==> config.mk <==
export PLATFORM = sky130hd
export DESIGN_NAME = fp_addsub_pipe
export DESIGN_NICKNAME = d
export VERILOG_FILES = /design/src/rtl/fp_addsub_pipe.sv
export SDC_FILE = /design/constraint.sdc
export NUM_CORES = 1
export LEC_CHECK = 0
export CORE_ASPECT_RATIO = 1.1
export CORE_MARGIN = 3
export CORE_UTILIZATION = 30
export CTS_BUF_LIST = sky130_fd_sc_hd__clkbuf_8 sky130_fd_sc_hd__clkbuf_16
export CTS_CLUSTER_SIZE = 8
export DETAILED_ROUTE_END_ITERATION = 8
export GPL_ROUTABILITY_DRIVEN = 0
export GPL_TIMING_DRIVEN = 0
export PLACE_DENSITY = 0.54
export SYNTH_ARGS = -nofsm -noshare
export SYNTH_HDL_FRONTEND = slang
export SYNTH_SLANG_ARGS = --single-unit
==> constraint.sdc <==
create_clock -name clk -period 5 [get_ports clk]
set_input_delay 1.25 -clock clk [delete_from_list [all_inputs] [get_ports clk]]
set_output_delay 1.25 -clock clk [all_outputs]
set_load 0.1 [all_outputs]
==> src/rtl/fp_addsub_pipe.sv <==
// Four-stage pipelined floating-point adder/subtractor with generic EXP_W/MAN_W.
// Define FP_ADDSUB_RNE_EN for round-to-nearest-even; otherwise truncate and saturate on overflow.
module fp_addsub_pipe #(
  parameter int EXP_W = 8,
  parameter int MAN_W = 23
) (
  input  logic                 clk,
  input  logic                 rst_n,
  input  logic                 in_valid,
  output logic                 in_ready,
  input  logic [EXP_W+MAN_W:0] a,
  input  logic [EXP_W+MAN_W:0] b,
  input  logic                 sub,
  output logic                 out_valid,
  input  logic                 out_ready,
  output logic [EXP_W+MAN_W:0] c,
  output logic [3:0]           flags
);
  localparam int W   = 1 + EXP_W + MAN_W;
  localparam int SW  = MAN_W + 4;
  localparam int LZW = $clog2(SW + 2);
  localparam int XW  = EXP_W + LZW + 1;
  localparam logic [W-1:0]  QNAN = {1'b0, {EXP_W{1'b1}}, 1'b1, {(MAN_W-1){1'b0}}};
  localparam logic [XW-1:0] EMAX = XW'({EXP_W{1'b1}});

  // Valid/ready: a transfer occurs on a rising edge where valid && ready. Every stage
  // advances together when the output register is empty or being drained, so in_ready
  // follows out_ready combinationally and a stalled result stays frozen on c/flags.
  logic adv;
  logic out_valid_q;
  assign adv      = !out_valid_q || out_ready;
  assign in_ready = adv;

  logic             sa, sb, a_zero, b_zero, a_inf, b_inf, a_nan, b_nan, any_nan, inf_clash, swap;
  logic [EXP_W-1:0] ea, eb;
  logic [MAN_W-1:0] fa, fb;
  logic [MAN_W:0]   ma, mb;
  assign sa        = a[W-1];
  assign sb        = b[W-1] ^ sub;
  assign ea        = a[W-2:MAN_W];
  assign eb        = b[W-2:MAN_W];
  assign fa        = a[MAN_W-1:0];
  assign fb        = b[MAN_W-1:0];
  assign a_zero    = (ea == '0);
  assign b_zero    = (eb == '0);
  assign a_inf     = (&ea) && (fa == '0);
  assign b_inf     = (&eb) && (fb == '0);
  assign a_nan     = (&ea) && (fa != '0);
  assign b_nan     = (&eb) && (fb != '0);
  assign any_nan   = a_nan | b_nan;
  assign inf_clash = a_inf & b_inf & (sa ^ sb);
  // Subnormals are flushed by dropping the hidden bit and fraction together.
  assign ma        = a_zero ? '0 : {1'b1, fa};
  assign mb        = b_zero ? '0 : {1'b1, fb};
  assign swap      = {eb, b_zero ? '0 : fb} > {ea, a_zero ? '0 : fa};

  logic             s1_v_q, s1_sx_q, s1_sy_q, s1_spec_q, s1_inv_q;
  logic [EXP_W-1:0] s1_ex_q, s1_ey_q;
  logic [MAN_W:0]   s1_mx_q, s1_my_q;
  logic [W-1:0]     s1_sval_q;
  always_ff @(posedge clk or negedge rst_n) begin
    if (!rst_n) begin
      s1_v_q <= 1'b0; s1_sx_q <= 1'b0; s1_sy_q <= 1'b0; s1_spec_q <= 1'b0; s1_inv_q <= 1'b0;
      s1_ex_q <= '0; s1_ey_q <= '0; s1_mx_q <= '0; s1_my_q <= '0; s1_sval_q <= '0;
    end else if (adv) begin
      s1_v_q    <= in_valid;
      s1_sx_q   <= swap ? sb : sa;
      s1_sy_q   <= swap ? sa : sb;
      s1_ex_q   <= swap ? eb : ea;
      s1_ey_q   <= swap ? ea : eb;
      s1_mx_q   <= swap ? mb : ma;
      s1_my_q   <= swap ? ma : mb;
      s1_spec_q <= any_nan | a_inf | b_inf;
      s1_inv_q  <= inf_clash & ~any_nan;
      s1_sval_q <= (any_nan | inf_clash) ? QNAN : {swap ? sb : sa, {EXP_W{1'b1}}, {MAN_W{1'b0}}};
    end
  end

  logic [EXP_W-1:0] d;
  logic [2*SW-1:0]  wide;
  logic [SW-1:0]    al_d;
  assign d    = s1_ex_q - s1_ey_q;
  assign wide = {s1_my_q, 3'b000, {SW{1'b0}}} >> d;
  always_comb begin
    if (32'(d) >= 32'(MAN_W + 3)) al_d = {{(SW-1){1'b0}}, |s1_my_q};
    else                          al_d = {wide[2*SW-1:SW+1], wide[SW] | (|wide[SW-1:0])};
  end

  logic             s2_v_q, s2_sx_q, s2_esub_q, s2_zs_q, s2_spec_q, s2_inv_q;
  logic [EXP_W-1:0] s2_ex_q;
  logic [SW-1:0]    s2_mx_q, s2_my_q;
  logic [W-1:0]     s2_sval_q;
  always_ff @(posedge clk or negedge rst_n) begin
    if (!rst_n) begin
      s2_v_q <= 1'b0; s2_sx_q <= 1'b0; s2_esub_q <= 1'b0; s2_zs_q <= 1'b0; s2_spec_q <= 1'b0;
      s2_inv_q <= 1'b0; s2_ex_q <= '0; s2_mx_q <= '0; s2_my_q <= '0; s2_sval_q <= '0;
    end else if (adv) begin
      s2_v_q    <= s1_v_q;
      s2_sx_q   <= s1_sx_q;
      s2_esub_q <= s1_sx_q ^ s1_sy_q;
      s2_zs_q   <= s1_sx_q & s1_sy_q;
      s2_ex_q   <= s1_ex_q;
      s2_mx_q   <= {s1_mx_q, 3'b000};
      s2_my_q   <= al_d;
      s2_spec_q <= s1_spec_q;
      s2_inv_q  <= s1_inv_q;
      s2_sval_q <= s1_sval_q;
    end
  end

  function automatic logic [LZW-1:0] lzc(input logic [SW:0] v);
    lzc = LZW'(SW + 1);
    for (int i = 0; i <= SW; i++) if (v[i]) lzc = LZW'(SW - i);
  endfunction

  logic [SW:0] sum_d;
  assign sum_d = s2_esub_q ? ({1'b0, s2_mx_q} - {1'b0, s2_my_q})
                           : ({1'b0, s2_mx_q} + {1'b0, s2_my_q});

  logic             s3_v_q, s3_sx_q, s3_zs_q, s3_spec_q, s3_inv_q;
  logic [EXP_W-1:0] s3_ex_q;
  logic [SW:0]      s3_sum_q;
  logic [LZW-1:0]   s3_lz_q;
  logic [W-1:0]     s3_sval_q;
  always_ff @(posedge clk or negedge rst_n) begin
    if (!rst_n) begin
      s3_v_q <= 1'b0; s3_sx_q <= 1'b0; s3_zs_q <= 1'b0; s3_spec_q <= 1'b0; s3_inv_q <= 1'b0;
      s3_ex_q <= '0; s3_sum_q <= '0; s3_lz_q <= '0; s3_sval_q <= '0;
    end else if (adv) begin
      s3_v_q    <= s2_v_q;
      s3_sx_q   <= s2_sx_q;
      s3_zs_q   <= s2_zs_q;
      s3_ex_q   <= s2_ex_q;
      s3_sum_q  <= sum_d;
      s3_lz_q   <= lzc(sum_d);
      s3_spec_q <= s2_spec_q;
      s3_inv_q  <= s2_inv_q;
      s3_sval_q <= s2_sval_q;
    end
  end

  logic [SW-1:0]    norm;
  logic [XW-1:0]    en, er;
  logic             rup, inexact;
  logic [MAN_W+1:0] rm;
  logic [MAN_W-1:0] frac;
  logic [W-1:0]     c_d;
  logic [3:0]       flags_d;
  always_comb begin
    // The hidden bit normally sits at SW-1, one below the carry position.
    if (s3_sum_q[SW]) begin
      norm = {s3_sum_q[SW:2], |s3_sum_q[1:0]};
      en   = XW'(s3_ex_q) + XW'(1);
    end else begin
      norm = s3_sum_q[SW-1:0] << (s3_lz_q - LZW'(1));
      en   = XW'(s3_ex_q) - XW'(s3_lz_q) + XW'(1);
    end
    inexact = |norm[2:0];
`ifdef FP_ADDSUB_RNE_EN
    rup = norm[2] & (norm[3] | norm[1] | norm[0]);
`else
    rup = 1'b0;
`endif
    rm      = {1'b0, norm[SW-1:3]} + (MAN_W+2)'(rup);
    frac    = rm[MAN_W+1] ? rm[MAN_W:1] : rm[MAN_W-1:0];
    er      = en + XW'(rm[MAN_W+1]);
    c_d     = {s3_sx_q, er[EXP_W-1:0], frac};
    flags_d = {3'b000, inexact};
    if (s3_spec_q) begin
      c_d     = s3_sval_q;
      flags_d = {s3_inv_q, 3'b000};
    end else if (s3_sum_q == '0) begin
      c_d     = {s3_zs_q, {(W-1){1'b0}}};
      flags_d = 4'b0000;
    end else if (en[XW-1] || en == '0) begin
      c_d     = {s3_sx_q, {(W-1){1'b0}}};
      flags_d = 4'b0011;
    end else if (er >= EMAX) begin
`ifdef FP_ADDSUB_RNE_EN
      c_d     = {s3_sx_q, {EXP_W{1'b1}}, {MAN_W{1'b0}}};
`else
      c_d     = {s3_sx_q, {(EXP_W-1){1'b1}}, 1'b0, {MAN_W{1'b1}}};
`endif
      flags_d = 4'b0101;
    end
  end

  logic [W-1:0] c_q;
  logic [3:0]   flags_q;
  always_ff @(posedge clk or negedge rst_n) begin
    if (!rst_n) begin
      out_valid_q <= 1'b0;
      c_q         <= '0;
      flags_q     <= '0;
    end else if (adv) begin
      out_valid_q <= s3_v_q;
      c_q         <= c_d;
      flags_q     <= flags_d;
    end
  end

  assign out_valid = out_valid_q;
  assign c         = c_q;
  assign flags     = flags_q;
endmodule
==> Word level (Yosys, flattened, before mapping) <==
Index checks and enable logic that the tools add are counted.
{ "totals": {"reg_bits": 313, "input_bits": 69, "out_inout_bits": 38, "elab_cells": 129} }
{ "classes": {"addsub": 7, "n_lt_le_gt_ge": 3, "n_shift": 2, "mux": 51, "bitwise_logic": 13, "reduce_logical": 21} }
{ "ops": {"columns": ["operator", "n"], "rows": [
  ["$mux 5", 27],
  ["$mux 24", 4],
  ["$mux 32", 3],
  ["$mux 31", 2],
  ["$shr 54x8->54", 1],
  ["$logic_not 23->1", 2],
  ["$mux 23", 2],
  ["$reduce_bool 23->1", 2],
  ["$gt 31x31->1", 1],
  ["$add 27x27->28", 1],
  ["$logic_not 28->1", 1],
  ["$mux 28", 1],
  ["$sub 27x27->28", 1],
  ["$mux 27", 1],
  ["$reduce_or 27->1", 1],
  ["$shl 27x5->26", 1],
  ["$mux 26", 1],
  ["$reduce_or 24->1", 1],
  ["$logic_not 8->1", 2],
  ["$mux 8", 2],
  ["$reduce_and 8->1", 2],
  ["$ge 14x8->1 const B", 1],
  ["$logic_not 14->1", 1],
  ["$mux 14", 1],
  ["18 further kinds", 35]
]} }

==> Logic depth before layout (Yosys ltp) <==
Gate-level depths: netlist (run 1).
{ "logic_depth": {"ltp_word": 30, "ltp_mapped": 18, "depth_no_buf": 14} }

==> Worst setup path after synthesis (run 1) <==
Ideal clock, no wire load.
{ "synth_path": {"path_type": "input to register", "start": "input port a[23]", "end": "register s1_mx_q[22]", "setup_ps": 66, "t_arrival_ps": 4499, "t_required_ps": 4934, "slack_ps": 435, "cell_stages": 17, "n_path_buf": 3, "cell_sequence": "nor4_1 > nand2_1 > clkbuf_1 > buf_1 > nand2_1 > ha_1 > a21o_1 > a21o_1 > a21o_1 > a21o_1 > a21o_1 > a221oi_1 > a31o_2 > nand2_1 > nor2_1 > clkbuf_1 > a221o_1"} }
{ "synth_via": {"elab_chain_cells": 4, "word_cells_on_any_way": 5, "cone_classes": "1 x order compare; 3 x mux; 1 x reduce/logical"} }
{ "synth_lines": {"columns": ["element", "line", "text"], "rows": [
  ["start, declared", "11", "input logic [EXP_W+MAN_W:0] a,"],
  ["$logic_not 8->1", "44", "assign a_zero = (ea == '0);"],
  ["$mux 23", "55", "assign swap = {eb, b_zero ? '0 : fb} > {ea, a_zero ? '0 : fa};"],
  ["$gt 31x31->1", "55", null],
  ["$mux 24 (*)", "71", "s1_mx_q <= swap ? mb : ma;"],
  ["end signal, assigned", "71", null],
  ["end, declared", "59", "logic [MAN_W:0] s1_mx_q, s1_my_q;"]
]} }
Mark *: on every way between the ends. The rest lies on a longest branch, timed or not.
A chain may end at the register's enable or synchronous reset.

==> Worst setup path in the final report (run 1) <==
{ "layout_path": {"start": "input port b[29]", "end": "register s1_mx_q[16]"} }
{ "layout_via": {"elab_chain_cells": 4, "word_cells_on_any_way": 5, "cone_classes": "1 x order compare; 3 x mux; 1 x reduce/logical"} }
{ "layout_lines": {"columns": ["element", "line", "text"], "rows": [
  ["start, declared", "12", "input logic [EXP_W+MAN_W:0] b,"],
  ["$logic_not 8->1", "45", "assign b_zero = (eb == '0);"],
  ["$mux 23", "55", null],
  ["$gt 31x31->1", "55", null],
  ["$mux 24 (*)", "71", null]
]} }
Marks and branches as above.

==> results of run 1 <==
area by class of cell:
class | instances | share of cell area [%]
Sequential cell | 226 | 27.6
Clock inverter | 6 | 0.220
Inverter | 86 | 1.59
Multi-Input combinational cell | 1605 | 53.2
Clock buffer | 38 | 4.58
Timing Repair Buffer | 109 | 5.39
Tap cell | 744 | 4.54
Buffer | 134 | 2.90
stage by stage:
step	util (%)	area, um2	instances	worst slack [ns]	setup TNS, ns
4_1_cts	36.1	20500	2951	0.00794	0
3_3_place_gp	34.1	19400	2905	-6.93	-1639.24
2_1_floorplan	-	17400	2055	0.435	0
6_report	36.2	20500	2948	0.147	0
5_1_grt	36.2	20500	2948	-0.0170	-0.0460
3_5_place_dp	34.2	19400	2906	-1.71	-86.77
what timing repair did:
item	CTS	global route
setup buffers	2	0
setup endpoints to repair	68	61
gates resized for setup	33	28
endpoints found under the hold margin	0	0
pin swaps	2	1
state kept, by name (all words and copies together) (netlist names), 24 cells and up:
| name | cells |
|---|---|
| s1_mx_q | 24 |
| s2_mx_q | 24 |
| s3_sum_q | 28 |
| c | 32 |
| s1_my_q | 24 |
| s2_my_q | 27 |
metal layers:
metal  global-route usage (%)  share of wire [%]
met1                     24.6                 43
met2                     34.0                 48
met3                     2.45                4.9
met4                     8.86                4.5
met5                        0                  0
cell usage in the layout, fill, tap and decap left out, types with 20 or more instances in the layout:
cell,instances
nand2_1,350
dfrtp_1,226
nor2_1,138
o21ai_0,118
clkdlybuf4s50_1,104
a21oi_1,100
ha_1,97
clkbuf_1,93
inv_1,88
mux2i_1,70
a221o_1,51
and2_1,48
nor3_1,45
nand3_1,43
xnor2_1,39
clkbuf_16,37
a211oi_1,36
nor4_1,32
a21o_1,30
mux4_2,27
nor3b_1,26
nand4_1,25
buf_2,20
nand2b_1,20
a311oi_1,20
worst max-delay path: cells and delay by family:
family	cells	cell delay, ns
AND/OR/NAND/NOR	3	0.74
adder cells (fa/ha/maj)	1	0.32
buffers and inverters	3	0.98
AO/OA/AOI/OAI	9	1.96
cells by family after synthesis:
family          after synthesis  synth area share (%)
fa+ha+maj                   100                  7.34
compound gates              540                  22.1
xor+xnor                     57                  2.92
buf+inv                     224                  5.10
mux                         109                  8.30
simple gates                799                  21.7
flops                       226                  32.6
path summary, 6_finish.rpt:
check	startpoint	to	slack, ns	depth (start not counted)
worst max-delay path	b[29]	s1_mx_q[16]	0.15	16
worst min-delay path	flags[3]	flags[3]	0.46	2
worst max register to register	s1_ex_q[0]	s2_my_q[0]	0.48	14
worst min register to register	flags[3]	flags[3]	0.46	2
max in group asynchronous	rst_n	s1_my_q[23]	3.08	2
min in group asynchronous	rst_n	c[7]	0.78	1
==> results.cfg, run 1 <==
[clocking]
ctsHoldBuffers = 0
cts.sinks = 226
cts_tree = yes
clk_path_buf_depth = 3
cts_made_buffers = 35
clk_pin_slew_ns = 0.05
clkLatencyLatePin_ns = 0.54
ctsHtreeMaxLevel = 2
root_buffer = clkbuf_16

[setup_path]
path_cells = clkdlybuf4s50_1, nor4_2, nand2_2, clkbuf_4, and2_1, ha_1, a21o_1, a21o_1, a21o_1, a21o_1, a21o_1, a221oi_2, a31o_2, a21oi_1, buf_4, a221o_1
cp.required_ns = 5.41
cpMostUsedCell = a21o_1
critPathArrivalTime_ns = 5.27
endpoint_kind = flop
cp_max_fo = 10
crit_type = in -> reg
worst_path_max_delay_cell = clkdlybuf4s50_1
cpPeakStageDelay_ns = 0.51
cp-start-kind = input port

[route]
ant_nets = 0
viasPerCell = 5.58
drt-initial-drc-count = 1225
first_pass_iters = 5
vias = 16500
wire_per_inst_um = 20.8
drc_errors = 0
wl_um = 61300

[global_routing]
antenna_found_initial = 0
grt_pass1_wl_um = 95700
grt_usage_pct = 19.7
grt_pass1_vias = 16400
overflow = 0
grt_max_degree = 115

[timing]
drv_slew = 0
rsz0062_at_grt = true
hold_viol_final = 0
hold_ws_ns = 0.463
min_period_ns = 4.85
max_freq_mhz = 206
slew_headroom_pct = 24.5
setup_viol = 0
worst_pin_slew_ns = 1.13
skew_ns = 0.0134
fin_crit_sh_pct = 97.1

[status]
status = finished clean

[placement]
port_buffers = 106
hpwl_um = 48400

[yosys]
synthTopCellsByCount = nand2_1 (353), dfrtp_1 (226), nor2_1 (139)
synth-seq-cells = 226
yosys.cell_count.top_type = nand2_1
synthArstFlopShare_pct = 100
ys_warn_count = 0
syn_avg_cell_area_um2 = 8.45
synth_area_mm2 = 0.0174
synth-seq-area-share_pct = 32.6
synth_top_area_share_pct = 32.6
synth_top_cell_by_area = dfrtp_1
synth_area_leaders = dfrtp_1 (33%), nand2_1 (7.6%), ha_1 (7.0%), mux2i_1 (4.2%), mux4_2 (3.5%)
synthCells = 2055
synth_cell_types = 92
syn_nets = 2224
synth_flop_cell = dfrtp_1
synth_edf_count = 0

[floorplan]
die_w_um = 235
std_cell_rows = 91
die_h_um = 258
ios = 107
start_util_pct = 30.6
core_area_mm2 = 0.0567
dieArea_mm2 = 0.0608

[layout]
area_delta_synth_final_pct = 18.1
register_area_mm2 = 0.00566
nets = 2366
multi_input_area_mm2 = 0.0109
n_fill_cell = 5967
antenna_cells = 0
drive_gt1_share_pct = 7.21

[hold_path]
hp-class = reg -> reg

[run]
maxCapViolCount = 0
Power of run 1 is not shown: default switching activity piles up to over one toggle a cycle in this logic, so the estimate is an artifact.
==> run 2: changes to the inputs <==
--- a/config.mk
+++ b/config.mk
@@ -5,6 +5,9 @@
 export SDC_FILE = /design/constraint.sdc
 export NUM_CORES = 1
 export LEC_CHECK = 0
+export CAP_MARGIN = 40
+export CELL_PAD_IN_SITES_DETAIL_PLACEMENT = 2
+export CELL_PAD_IN_SITES_GLOBAL_PLACEMENT = 2
 export CORE_ASPECT_RATIO = 1.1
 export CORE_MARGIN = 3
 export CORE_UTILIZATION = 30
@@ -13,7 +16,8 @@
 export DETAILED_ROUTE_END_ITERATION = 8
 export GPL_ROUTABILITY_DRIVEN = 0
 export GPL_TIMING_DRIVEN = 0
-export PLACE_DENSITY = 0.54
+export PLACE_DENSITY = 0.75
+export SLEW_MARGIN = 20
 export SYNTH_ARGS = -nofsm -noshare
 export SYNTH_HDL_FRONTEND = slang
 export SYNTH_SLANG_ARGS = --single-unit
==> run 2 against run 1 <==
  * Sequential cell count is the same
  * Design area grew 4.5%
  * Register-to-register slack lost 0.21 ns
  * Worst setup slack lost 0.0057 ns
  * Critical path type unchanged
  * Largest cell class unchanged
==> results.cfg, run 2 (synthesized netlist as in run 1, its figures left out) <==
[global_routing]
grt_usage_pct = 23.9
grt_max_degree = 88
grt_pass1_wl_um = 115000
antenna_found_initial = 0
overflow = 0
grt_pass1_vias = 19200

[setup_path]
cp_max_fo = 10
critPathArrivalTime_ns = 5.27
cp-start-kind = input port
crit_type = in -> reg
cp.required_ns = 5.41
endpoint_kind = flop

[route]
drc_errors = 0
first_pass_iters = 4
drt-initial-drc-count = 849
vias = 17200
wire_per_inst_um = 24.7
viasPerCell = 5.74
ant_nets = 0
wl_um = 74300

[floorplan]
die_h_um = 258
dieArea_mm2 = 0.0608
die_w_um = 235
std_cell_rows = 91
ios = 107
core_area_mm2 = 0.0567
start_util_pct = 30.6

[timing]
setup_viol = 0
hold_viol_final = 0
rsz0062_at_grt = false
min_period_ns = 4.86
drv_slew = 0
worst_pin_slew_ns = 0.873
slew_headroom_pct = 41.4
max_freq_mhz = 206
fin_crit_sh_pct = 97.2
skew_ns = 0.0332

[run]
maxCapViolCount = 0

[placement]
hpwl_um = 59100
port_buffers = 106

[layout]
largest_reg_flops = 32
antenna_cells = 0
multi_input_area_mm2 = 0.0110
final_common_cell = nand2_1
drive_gt1_share_pct = 9.65
finish.utilization_pct = 37.8
nets = 2420
area_delta_synth_final_pct = 23.5
register_area_mm2 = 0.00566
layout_common_cells = nand2_1 (350), dfrtp_1 (226), nor2_1 (138)
n_fill_cell = 6382

[clocking]
ctsHtreeMaxLevel = 2
root_buffer = clkbuf_16
clk_path_buf_depth = 3
cts_made_buffers = 35
clk_pin_slew_ns = 0.05
ctsHoldBuffers = 0
cts.sinks = 226
cts_tree = yes
clkLatencyLatePin_ns = 0.56

[hold_path]
hp-class = reg -> reg

[status]
status = finished clean
[run 2: worst paths after layout]
| path | depth (start not counted) | slack [ns] | endpoint | startpoint |
|---|---|---|---|---|
| max | 17 | 0.14 | s1_mx_q[14] | a[25] |
| min | 2 | 0.47 | s2_sval_q[22] | s2_sval_q[22] |
| max reg2reg | 14 | 0.27 | c[9] | s3_lz_q[0] |
| min reg2reg | 2 | 0.47 | s2_sval_q[22] | s2_sval_q[22] |
| max in group asynchronous | 3 | 3.49 | s1_spec_q | rst_n |
| min in group asynchronous | 1 | 0.48 | s2_my_q[21] | rst_n |
[run 2: routing by layer]
| metal | track usage (%) | wire (um) | vias up |
|---|---|---|---|
| li1 | - | - | 7893 |
| met1 | 27.8 | 30400 | 8852 |
| met2 | 45.0 | 38900 | 340 |
| met3 | 2.56 | 2050 | 157 |
| met4 | 9.23 | 2980 | 0 |
| met5 | 0 | 0 | - |
[run 2: stage by stage]
| step | hold slack [ns] | setup slack (ns) | std cells | TNS (ns) | instance area (um2) |
|---|---|---|---|---|---|
| 4_1_cts | 0.455 | -0.0173 | 2996 | -0.0492 | 21300 |
| 3_3_place_gp | 0.449 | -7.37 | 2905 | -1755.96 | 19400 |
| 3_5_place_dp | 0.457 | -1.75 | 2952 | -103.18 | 20200 |
| 5_1_grt | 0.465 | 0.0221 | 3003 | 0 | 21400 |
| 6_report | 0.466 | 0.141 | 3003 | 0 | 21400 |
| 2_1_floorplan | 0.430 | 0.435 | 2055 | 0 | 17400 |
[run 2: final cells by class]
class	instances	share of cell area, %
Inverter	86	1.52
Tap cell	744	4.34
Timing Repair Buffer	163	9.24
Clock buffer	36	4.15
Multi-Input combinational cell	1605	51.1
Buffer	134	2.83
Clock inverter	9	0.379
Sequential cell	226	26.4
[run 2: timing repair]
item,CTS,global route
gates resized for setup,43,31
setup endpoints to repair,68,68
buffers inserted,3,3
pin swaps,3,3
gates cloned,0,2
[run 2: worst max-delay path: stages]
cell and delay (ns):
clkdlybuf4s50_1 0.56, nor4_4 0.30, nand2_2 0.10, clkbuf_4 0.23, buf_2 0.22, nand2_1 0.09, ha_1 0.25, a21o_1 0.16
a21o_1 0.18, a21o_1 0.18, a21o_1 0.18, a21o_1 0.20, a221oi_4 0.35, a31o_4 0.24, a21oi_2 0.12, clkbuf_4 0.25
a221o_1 0.39
Power of run 2 is left out for the same reason.
